### src/rtl/mtm_alu_pkg.sv
// rtl/mtm_alu_pkg.sv - shared types, constants and CRC3 helper for the mtm_Alu serializer
package mtm_alu_pkg;

  localparam logic PKT_DATA = 1'b0;
  localparam logic PKT_CTL  = 1'b1;
  localparam int   PKT_LEN  = 11;

  typedef enum logic [2:0] {
    ST_IDLE  = 3'd0,
    ST_START = 3'd1,
    ST_TYPE  = 3'd2,
    ST_DATA  = 3'd3,
    ST_STOP  = 3'd4
  } ser_state_t;

  // CRC3, polynomial x^3 + x + 1, init 0, data shifted in MSB first
  function automatic logic [2:0] crc3_d37(input logic [36:0] data);
    logic [2:0] crc;
    logic       fb;
    crc = 3'b000;
    for (int i = 36; i >= 0; i--) begin
      fb  = crc[2] ^ data[i];
      crc = {crc[1], crc[0] ^ fb, fb};
    end
    return crc;
  endfunction

endpackage

### src/rtl/mtm_alu_serializer_if.sv
// rtl/mtm_alu_serializer_if.sv - result handshake and serial line between core, serializer and pin
interface mtm_alu_serializer_if;

  logic [31:0] C;
  logic [7:0]  CTL_in;
  logic        valid_in;
  logic        ready_out;
  logic        sout;

  modport master (
    output C,
    output CTL_in,
    output valid_in,
    input  ready_out,
    input  sout
  );

  modport slave (
    input  C,
    input  CTL_in,
    input  valid_in,
    output ready_out,
    output sout
  );

endinterface

### src/rtl/mtm_alu_crc3.sv
// rtl/mtm_alu_crc3.sv - combinational CRC3 over the 37-bit response word
module mtm_alu_crc3
  import mtm_alu_pkg::*;
(
  input  logic [36:0] data,
  output logic [2:0]  crc
);

  assign crc = crc3_d37(data);

endmodule

### src/rtl/mtm_alu_serializer.sv
// rtl/mtm_alu_serializer.sv - 11-bit packet serial transmitter; optional MTM_ALU_SER_CRC_EN recomputes CRC3
module mtm_alu_serializer
  import mtm_alu_pkg::*;
#(
  parameter int DATA_BYTES = 4
) (
  input  logic                 clk,
  input  logic                 rst_n,
  mtm_alu_serializer_if.slave  bus
);

  ser_state_t  state_q;
  ser_state_t  state_d;
  logic [31:0] c_q;
  logic [7:0]  ctl_q;
  logic [7:0]  ctl_send;
  logic [2:0]  pkt_cnt_q;
  logic [2:0]  bit_cnt_q;
  logic        sout_q;
  logic        sout_d;
  logic        ready_q;
  logic        ready_d;
  logic        accept;
  logic        pkt_type;
  logic [7:0]  payload;

  assign accept        = bus.valid_in && ready_q;
  assign bus.sout      = sout_q;
  assign bus.ready_out = ready_q;

`ifdef MTM_ALU_SER_CRC_EN
  logic [2:0] crc_calc;

  mtm_alu_crc3 u_crc3 (
    .data ({c_q, 1'b0, ctl_q[6:3]}),
    .crc  (crc_calc)
  );

  assign ctl_send = ctl_q[7] ? ctl_q : {ctl_q[7:3], crc_calc};
`else
  assign ctl_send = ctl_q;
`endif

  // FSM state register
  always_ff @(posedge clk) begin
    if (!rst_n) state_q <= ST_IDLE;
    else        state_q <= state_d;
  end

  // FSM next state: walk start/type/8 data/stop per packet until the control packet is out
  always_comb begin
    state_d = state_q;
    case (state_q)
      ST_IDLE:  if (accept) state_d = ST_START;
      ST_START: state_d = ST_TYPE;
      ST_TYPE:  state_d = ST_DATA;
      ST_DATA:  if (bit_cnt_q == 3'd0) state_d = ST_STOP;
      ST_STOP:  state_d = (pkt_cnt_q != 3'd0) ? ST_START : ST_IDLE;
      default:  state_d = ST_IDLE;
    endcase
  end

  // Current packet type and payload byte; packet counter 0 is always the control packet
  always_comb begin
    pkt_type = (pkt_cnt_q == 3'd0) ? PKT_CTL : PKT_DATA;
    case (pkt_cnt_q)
      3'd4:    payload = c_q[31:24];
      3'd3:    payload = c_q[23:16];
      3'd2:    payload = c_q[15:8];
      3'd1:    payload = c_q[7:0];
      default: payload = ctl_send;
    endcase
  end

  // FSM outputs: line value for the current state, ready only while idle and not accepting
  always_comb begin
    sout_d  = 1'b1;
    ready_d = 1'b0;
    case (state_q)
      ST_IDLE:  ready_d = !accept;
      ST_START: sout_d  = 1'b0;
      ST_TYPE:  sout_d  = pkt_type;
      ST_DATA:  sout_d  = payload[bit_cnt_q];
      default:  sout_d  = 1'b1;
    endcase
  end

  // Registered outputs so the pin never sees a combinational path from the inputs
  always_ff @(posedge clk) begin
    if (!rst_n) begin
      sout_q  <= 1'b1;
      ready_q <= 1'b0;
    end else begin
      sout_q  <= sout_d;
      ready_q <= ready_d;
    end
  end

  // Result capture and bit/packet counters
  always_ff @(posedge clk) begin
    if (!rst_n) begin
      c_q       <= '0;
      ctl_q     <= '0;
      pkt_cnt_q <= '0;
      bit_cnt_q <= '0;
    end else begin
      if (accept) begin
        c_q       <= bus.C;
        ctl_q     <= bus.CTL_in;
        pkt_cnt_q <= bus.CTL_in[7] ? 3'd0 : 3'(DATA_BYTES);
      end else if (state_q == ST_STOP && pkt_cnt_q != 3'd0) begin
        pkt_cnt_q <= pkt_cnt_q - 3'd1;
      end

      if (state_q == ST_TYPE) begin
        bit_cnt_q <= 3'd7;
      end else if (state_q == ST_DATA && bit_cnt_q != 3'd0) begin
        bit_cnt_q <= bit_cnt_q - 3'd1;
      end
    end
  end

endmodule

### src/flat_wrapper.sv
// flat-port wrapper written by rule: the top's interface ports become plain ports
module mtm_alu_serializer_flat import mtm_alu_pkg::*;
#(
  parameter int DATA_BYTES = 4
)
  (clk, rst_n, bus_C, bus_CTL_in, bus_valid_in, bus_ready_out, bus_sout);
  mtm_alu_serializer_if bus_i ();
  input  logic clk;
  input  logic rst_n;
  input wire logic [$bits(bus_i.C)-1:0] bus_C;
  input wire logic [$bits(bus_i.CTL_in)-1:0] bus_CTL_in;
  input wire logic [$bits(bus_i.valid_in)-1:0] bus_valid_in;
  output wire logic [$bits(bus_i.ready_out)-1:0] bus_ready_out;
  output wire logic [$bits(bus_i.sout)-1:0] bus_sout;
  assign bus_i.C = bus_C;
  assign bus_i.CTL_in = bus_CTL_in;
  assign bus_i.valid_in = bus_valid_in;
  assign bus_ready_out = bus_i.ready_out;
  assign bus_sout = bus_i.sout;
  mtm_alu_serializer #(.DATA_BYTES(DATA_BYTES)) u_core (.clk(clk), .rst_n(rst_n), .bus(bus_i));
endmodule
### config.mk
export PLATFORM = sky130hd
export DESIGN_NAME = mtm_alu_serializer_flat
export DESIGN_NICKNAME = d
export VERILOG_FILES = /design/src/rtl/mtm_alu_pkg.sv /design/src/rtl/mtm_alu_serializer_if.sv /design/src/rtl/mtm_alu_crc3.sv /design/src/rtl/mtm_alu_serializer.sv /design/src/flat_wrapper.sv
export SDC_FILE = /design/constraint.sdc
export NUM_CORES = 1
export LEC_CHECK = 0
export ABC_CLOCK_PERIOD_IN_PS = 1900
export BUFFER_PORTS_ARGS = -buffer_cell sky130_fd_sc_hd__buf_2
export CORE_MARGIN = 3
export CORE_UTILIZATION = 35
export CTS_BUF_LIST = sky130_fd_sc_hd__clkbuf_8
export CTS_CLUSTER_DIAMETER = 120
export DETAILED_ROUTE_END_ITERATION = 8
export PLACE_DENSITY = 0.63
export SYNTH_ARGS = -nofsm -noshare
export SYNTH_HDL_FRONTEND = slang
export SYNTH_SLANG_ARGS = --single-unit
### constraint.sdc
create_clock -name clk -period 1.9 [get_ports clk]
set_input_delay 0.19 -clock clk [delete_from_list [all_inputs] [get_ports clk]]
set_output_delay 0.19 -clock clk [all_outputs]
set_load 0.01 [all_outputs]
### After elaboration in Yosys (flattened, before gate mapping)

Index checks and enable logic that the tools add are counted.

| word-level totals | value |
|---|---|
| register bits after elaboration | 51 |
| latch bits | 0 |
| RAM bits | 0 |
| memory bits (read-only) | 0 |
| input port bits | 43 |
| output and inout port bits | 2 |
| word-level logic and storage cells | 47 |
| memories | 0 |

| cells by class | value |
|---|---|
| $add $sub $neg | 2 |
| multipliers | 0 |
| div/mod/pow operators | 0 |
| magnitude comparators | 1 |
| equal/unequal tests | 10 |
| shift operators | 0 |
| mux-type cells | 14 |
| bitwise gates (word level) | 0 |
| reduce and logical (&&, ||, !) cells | 13 |

Operator list:

| kind | number |
|---|---|
| $pmux 8 s4 | 1 |
| $mux 3 | 7 |
| $pmux 3 s5 | 1 |
| $eq 3x2->1 const B | 4 |
| $logic_not 3->1 | 3 |
| $eq 3x1->1 const B | 2 |
| $eq 3x3->1 const B | 2 |
| $reduce_bool 3->1 | 2 |
| $sub 3x1->3 const B | 2 |
| $lt 3x4->1 const B | 1 |
| $ne 2x1->1 const B | 2 |
| $reduce_and 2->1 | 2 |
| $reduce_bool 2->1 | 2 |
| $bmux 1 s3 | 1 |
| $logic_and 1x1->1 | 3 |
| $mux 1 | 3 |
| $pmux 1 s3 | 1 |
| $logic_not 1->1 | 1 |

### Longest topological paths before layout

Gate-level depths: netlist (run 1).

| logic depth | value |
|---|---|
| depth in word-level cells | 5 |
| depth in mapped cells | 8 |
| depth with buffers taken out | 7 |

### Least setup slack after synthesis (run 1)

No wires, ideal clock.

| timing path | value |
|---|---|
| path type | register to register |
| from | register u_core.pkt_cnt_q[1] |
| to | register u_core.sout_q, in the netlist u_core.bus.sout |
| setup time | 0.120 ns |
| data arrival time | 1.817 ns |
| data required time | 1.780 ns |
| slack | -0.037 ns |
| cell stages (with the launch flop) | 9 |
| buffers on the path | 1 |
| clock period less this slack | 1.937 ns |
| cell sequence | dfxtp_1 inv_1 ha_1 buf_6 a222oi_1 mux2i_1 a2111oi_2 nor4_1 a211o_1 |

| between the ends | value |
|---|---|
| word-level cells in the longest chain between the ends | 5 |
| elaborated cells on any way between the ends | 10 |
| those cells by class | 4 x eq/ne; 5 x mux; 1 x reduce/logical |

RTL lines:

| item | RTL line | RTL |
|---|---|---|
| start: declaration | mtm_alu_serializer.sv:17 | `logic [2:0] pkt_cnt_q;` |
| start signal: assignment | mtm_alu_serializer.sv:110 | `pkt_cnt_q <= bus.CTL_in[7] ? 3'd0 : 3'(DATA_BYTES);` |
| start signal: assignment | mtm_alu_serializer.sv:112 | `pkt_cnt_q <= pkt_cnt_q - 3'd1;` |
| $eq 3x1->1, or another cell as far along | mtm_alu_serializer.sv:66 | `case (pkt_cnt_q)` |
| $pmux 8 s4 | mtm_alu_serializer.sv:66 |  |
| $bmux 1 s3 | mtm_alu_serializer.sv:83 | `ST_DATA: sout_d = payload[bit_cnt_q];` |
| $mux 1 (not written as such) | mtm_alu_serializer.sv:83 |  |
| $pmux 1 s3 (*) | mtm_alu_serializer.sv:79 | `case (state_q)` |
| end signal: assignment | mtm_alu_serializer.sv:94 | `sout_q <= sout_d;` |
| end: declaration | mtm_alu_serializer.sv:19 | `logic sout_q;` |

Every way passes the cells marked *; elsewhere a longest branch is shown, timed or not. The select of a mux whose other input is x is not followed.
A chain may end at the register's enable or synchronous reset.

### Final worst setup path (run 1)

Same ends and word-level chain as after synthesis.

==> reports/qor.yml, run 1 <==
async_flop_share_pct: 0
cts_hold_buffers: 0
criticalPathCategory: "reg -> reg"
drv_slew: 0
hpwl_mm: 4.14
gr-total-overflow: 0
synth_mux_area_share_pct: 1.25
clk_pin_slew_ns: 0.10
end_kind: "flop"
maxCapViolCount: 0
fp.dieH_microns: 88.8
clk_latency_ns: 0.30
critPathArrivalTime_ns: 2.09
postSynthCellCount: 287
wl_per_cell_microns: 13.3
antenna_found_initial: 0
cts_htree_levels: 2
worstRegToRegCells: 8
crit_fanout: 5
track_usage_pct: 14.9
holdWs_ns: 0.125
relSlewSlack_pct: 72.4
io_buffers: 44
place.gp.congestion: 0.802
fin_nets: 387
ant_nets: 0
drtIter0Drc: 135
critPathBufInv: 2
synth-compound-area-share_pct: 25.1
crit_path_max_incr_delay_ns: 0.40
yosys.area_share.simple_pct: 20.6
synthAdderAreaFrac_pct: 3.65
grt_start_max_net_pins: 49
route.detailed.drc: 0
cp_num_cells: 8
start_util_pct: 36.9
required_ns: 2.10
regArea_sq_um: 1020
cts_made_buffers: 5
synthDistinctLibCells: 39
synth_edf_count: 0
power_leakage_nw: 1.07
grt_pass1_vias: 2049
cp-startpoint: "u_core.pkt_cnt_q[1]"
tightestPinTransition_ns: 0.415
synth_top_area_share_pct: 42.5
critical_path.top_delay_family: "compound AO/OA/AOI/OAI gates"
synth_ff_type: "dfxtp_1"
fin_setup_tns_ns: 0
power_density_nw_per_um2: 970
area_growth_pct: 20.4
crit_chain: "inv_2, ha_2, buf_4, a222oi_1, mux2i_1, a21oi_1, a31oi_1, a211o_1"
antennaDiodeCount: 0
clock-root-buffer: "clkbuf_8"
dieWidth_microns: 88.8
drive_above_1_share_pct: 25.4
hp-class: "in -> reg"
yosysWarnings: 0
setup_viol: 0
r2r_start: "u_core.pkt_cnt_q[1]"
ys_seq_area_share_pct: 42.5
drt_first_pass_iters: 6
min_path_cells: 3
coreArea_sq_um: 6490
rsz0062_at_grt: "true"
multi_input_area_sq_um: 1270
crit_path_start_kind: "flop"
status: "complete, no violations"
synth_most_common_cell: "nand2_1"
fmax_mhz: 528
synth_nets: 337
grt_first_pass_wirelength_mm: 9.29
post_cts_buffers: 0
final_core_util_pct: 44.5
synth_area_sq_um: 2400
rows: 29
peakVddDrop_uv: 456
cts_tree: "built"
cts_buffer_depth: 2
synth.area.top_cells: "dfxtp_1 (43%), nand2_1 (15%), a21boi_0 (13%)"
cts.sinks: 51
wl_mm: 5.52
nFillCells: 669
dieArea_sq_um: 7890
synth_top_family_by_area: "compound AO/OA/AOI/OAI gates"
vias_per_cell: 5.09
final_min_period_over_clock_period_pct: 99.7
synth_top_cells_by_count: "nand2_1 (93), dfxtp_1 (51), a21boi_0 (43), clkbuf_1 (15), ha_1 (7)"
synth-xor-area-share_pct: 1.82
post-route-min-period_ns: 1.89
dr_total_vias: 2111
synth_top_area_cell: "dfxtp_1"
finalClockSkew_ns: 0.0127
io_pins: 45
ys_seq_elements: 51
cp_slowest_cell: "a222oi_1"
synthesis.area_per_instance_sq_um: 8.36
min_from: "bus_CTL_in[6]"
hold_viol_final: 0
==> cell usage in the layout, fill, tap and decap left out, types with 3 or more instances in the layout <==
| cell type | instances |
|---|---|
| xnor2_1 | 4 |
| inv_1 | 4 |
| nor2_1 | 6 |
| mux2i_1 | 3 |
| buf_2 | 44 |
| nand2_1 | 93 |
| o21a_1 | 3 |
| a21boi_0 | 43 |
| a31oi_1 | 3 |
| clkbuf_8 | 6 |
| o21ai_0 | 5 |
| buf_4 | 19 |
| ha_1 | 4 |
| dfxtp_1 | 49 |
| a21oi_1 | 6 |
| ha_2 | 3 |
| a222oi_1 | 6 |
==> power breakdown <==
| group | total, mW | switching [mW] | internal (mW) |
|---|---|---|---|
| Sequential | 1.39 | 0.156 | 1.23 |
| Clock | 0.663 | 0.364 | 0.299 |
| Combinational | 0.755 | 0.395 | 0.360 |
==> final timing paths <==
check,endpoint,slack (ns)
worst min register to register,u_core.c_q[11],0.47
worst max register to register,u_core.bus.sout,0.006
worst max-delay path,u_core.bus.sout,0.006
worst min-delay path,u_core.ctl_q[6],0.12
==> worst min-delay path: stages <==
cell      delay (ns)
buf_2           0.09
nand2_1         0.04
a21boi_0        0.06
==> layer usage <==
layer / routed length, microns / vias up / part of all wire (%) / global-route usage [%]
li1: - / 1082 / - / -
met1: 2770 / 980 / 50 / 20.6
met2: 2480 / 43 / 45 / 23.5
met3: 195 / 6 / 3.5 / 2.70
met4: 68 / 0 / 1.2 / 4.53
met5: 0 / - / 0 / 0
==> cell families (layout without fill, tap and decap cells) <==
family	Yosys count	in the layout
AO/OA/AOI/OAI	79	79
XOR/XNOR	5	5
adder cells (fa/ha/maj)	7	7
buffers and inverters	27	78
flip-flops	51	51
multiplexers	3	3
AND/OR/NAND/NOR	115	115
==> per-stage QoR <==
step	instance area, sq um	instances	setup WS (ns)	power [mW]
3_3_place_gp	2780	407	-0.0166	2.15
5_1_grt	2890	415	-0.126	2.99
2_1_floorplan	2400	287	0.00680	1.91
6_report	2890	415	0.00641	2.80
4_1_cts	2890	415	0.000444	2.83
3_5_place_dp	2780	407	-0.0740	2.17
==> flip-flops by register name (all words and copies together) (netlist names) <==
register,cells
u_core.c_q,32
u_core.bus.ready_out,1
u_core.state_q,3
u_core.bus.sout,1
u_core.pkt_cnt_q,3
u_core.bit_cnt_q,3
u_core.ctl_q,8
==> repair_timing <==
action	4_1_cts	5_1_grt
pin swaps	2	3
endpoints found under the setup margin	1	1
gates resized for setup	4	1
==> area by class of cell <==
cell class / count / area share, %
inverter: 6 / 0.779
clock inverter: 2 / 0.476
timing repair buffer: 64 / 13.2
tap: 77 / 3.33
clock buffer: 6 / 2.86
multi-input combinational: 209 / 43.9
sequential: 51 / 35.4
Power figures use the tool's default switching activity.
==> inputs of run 2 (changes only) <==
--- a/config.mk
+++ b/config.mk
@@ -13,6 +13,7 @@
 export CTS_CLUSTER_DIAMETER = 120
 export DETAILED_ROUTE_END_ITERATION = 8
 export PLACE_DENSITY = 0.63
+export RECOVER_POWER = 50
 export SYNTH_ARGS = -nofsm -noshare
 export SYNTH_HDL_FRONTEND = slang
 export SYNTH_SLANG_ARGS = --single-unit
==> reports/qor.yml, run 2 (synthesis gave the netlist of run 1 again) <==
p_clk_share_pct: 23.8  # +0.2 points
rsz0062_at_grt: "true"
p_comb_share_pct: 26.3  # -0.6 points
area_growth_pct: 19.6
required_ns: 2.10  # about the same
regArea_sq_um: 1020  # unchanged
cts_htree_levels: 2  # unchanged
route.detailed.drc: 0  # unchanged
dp_slack_ns: -0.0740  # unchanged
crit_fanout: 5  # unchanged
critPathArrivalTime_ns: 2.09  # about the same
end_kind: "flop"
relSlewSlack_pct: 50.9  # -21 points
fin_nets: 387  # unchanged
final_min_period_over_clock_period_pct: 99.5  # -0.21 points
power_leakage_nw: 1.06  # -1.2%
layout_commonest_cell: "nand2_1"
post_cts_buffers: 0  # unchanged
fmax_mhz: 529  # +0.21%
netSwitchingFraction_pct: 32.9  # +0.21 points
power_frac_seq_pct: 49.9  # +0.5 points
io_buffers: 44  # unchanged
coreArea_sq_um: 6490  # unchanged
cts_buffer_depth: 2  # unchanged
wl_mm: 5.51  # -0.16%
setup_viol: 0  # unchanged
reg2reg_to: "u_core.bus.sout"
fin_setup_tns_ns: 0  # unchanged
grt_start_max_net_pins: 49  # unchanged
reg.largest.list: "u_core.c_q (32), u_core.ctl_q (8)"
fin_ws_ns: 0.0104  # +0.00398 ns
drt_first_pass_iters: 4  # -2
cts_tree: "built"
drive_above_1_share_pct: 24.9  # -0.59 points
maxCapViolCount: 0  # unchanged
largest_register_ffs: 32  # unchanged
criticalPathCategory: "reg -> reg"
crit_path_start_kind: "flop"
hp-class: "in -> reg"
drv_slew: 0  # unchanged
nFillCells: 671  # +0.30%
gr-total-overflow: 0  # unchanged
drtIter0Drc: 117  # -13%
clk_latency_ns: 0.30  # about the same
status: "complete, no violations"
power_density_nw_per_um2: 968  # -0.18%
rows: 29  # unchanged
start_util_pct: 36.9  # unchanged
hold_viol_final: 0  # unchanged
dieWidth_microns: 88.8  # unchanged
min_to: "u_core.ctl_q[6]"
rrSetupSlack_ns: 0.01  # about the same
tightestPinTransition_ns: 0.736  # +0.322 ns
final_cell_mix: "nand2_1 (93), dfxtp_1 (49), a21boi_0 (43)"
antenna_found_initial: 0  # unchanged
wl_per_cell_microns: 13.3  # -0.16%
dieArea_sq_um: 7890  # unchanged
finalClockSkew_ns: 0.0138  # +0.00109 ns
clock-root-buffer: "clkbuf_8"
top_register: "u_core.c_q"
cts_made_buffers: 5  # unchanged
ant_nets: 0  # unchanged
dr_total_vias: 2108  # -0.14%
clk_pin_slew_ns: 0.10  # about the same
antennaDiodeCount: 0  # unchanged
vias_per_cell: 5.08  # -0.14%
grt_first_pass_wirelength_mm: 9.29  # unchanged
worstRegToRegCells: 8  # unchanged
track_usage_pct: 14.9  # unchanged
r2r_start: "u_core.pkt_cnt_q[1]"
grt_pass1_vias: 2049  # unchanged
peakVddDrop_uv: 457  # +0.34%
internal-power_mw: 1.87  # -1.2%
place.gp.congestion: 0.802  # unchanged
min_path_cells: 3  # unchanged
fp.dieH_microns: 88.8  # unchanged
p_switching_uw: 913  # -0.23%
io_pins: 45  # unchanged
post-route-min-period_ns: 1.89  # -0.00398 ns
multi_input_area_sq_um: 1270  # unchanged
min_from: "bus_CTL_in[6]"
hpwl_mm: 4.14  # unchanged
cts_hold_buffers: 0  # unchanged
cts.sinks: 51  # unchanged
## run 2: worst max path at each step
stage,from,end,slack [ns]
after CTS,u_core.pkt_cnt_q[0],u_core.bus.sout,0.0004
after floorplan,u_core.pkt_cnt_q[1],u_core.bus.sout,0.007
after global placement,u_core.pkt_cnt_q[1],u_core.bus.sout,-0.02
final,u_core.pkt_cnt_q[1],u_core.bus.sout,0.01
after detailed placement,u_core.pkt_cnt_q[1],u_core.bus.sout,-0.07
after global routing,u_core.pkt_cnt_q[1],u_core.bus.sout,-0.13
## run 2: through the flow
| stage | instances | power (mW) | area (sq um) | utilization (%) | hold WS [ns] |
|---|---|---|---|---|---|
| floorplan | 287 | 1.91 | 2400 | - | 0.335 |
| global placement | 407 | 2.15 | 2780 | 42.8 | 0.443 |
| detailed placement | 407 | 2.17 | 2780 | 42.8 | 0.448 |
| CTS | 415 | 2.83 | 2890 | 44.5 | 0.120 |
| global route | 415 | 2.97 | 2870 | 44.2 | 0.123 |
| finish | 415 | 2.78 | 2870 | 44.2 | 0.124 |
## run 2: critical path, cell delays in order, from the launching register on
cell and delay [ns]:
dfxtp_2 0.36, inv_2 0.04, ha_2 0.21, buf_4 0.15, a222oi_1 0.40, mux2i_1 0.12, a21oi_1 0.14, a31oi_1 0.11
a211o_1 0.26
## run 2: cell type report
cell class | instances | area share [%]
well taps | 77 | 3.36
flip-flops and latches | 51 | 35.7
multi-input cells | 209 | 44.2
inverters | 6 | 0.785
clock inverters | 2 | 0.480
repair buffers | 64 | 12.6
clock buffers | 6 | 2.88
## run 2: timing repair
action	in CTS	in global routing
cloned	0	0
resized for setup	4	1
endpoints found under the setup margin	1	1
pin swaps	2	3
## run 2: per-layer routing
metal	up-vias	track usage, %	wire, microns
met5	-	0	0
met4	0	4.53	60
met3	4	2.70	179
met2	41	23.5	2500
met1	980	20.6	2770
li1	1083	-	-
## run 2: power groups by stage
stage / sequential [mW] / combinational, mW / clock (mW)
after floorplan: 1.34 / 0.572 / 0
after global placement: 1.41 / 0.746 / 0
after detailed placement: 1.41 / 0.758 / 0
after CTS: 1.38 / 0.765 / 0.679
after global routing: 1.41 / 0.845 / 0.709
final: 1.39 / 0.730 / 0.662
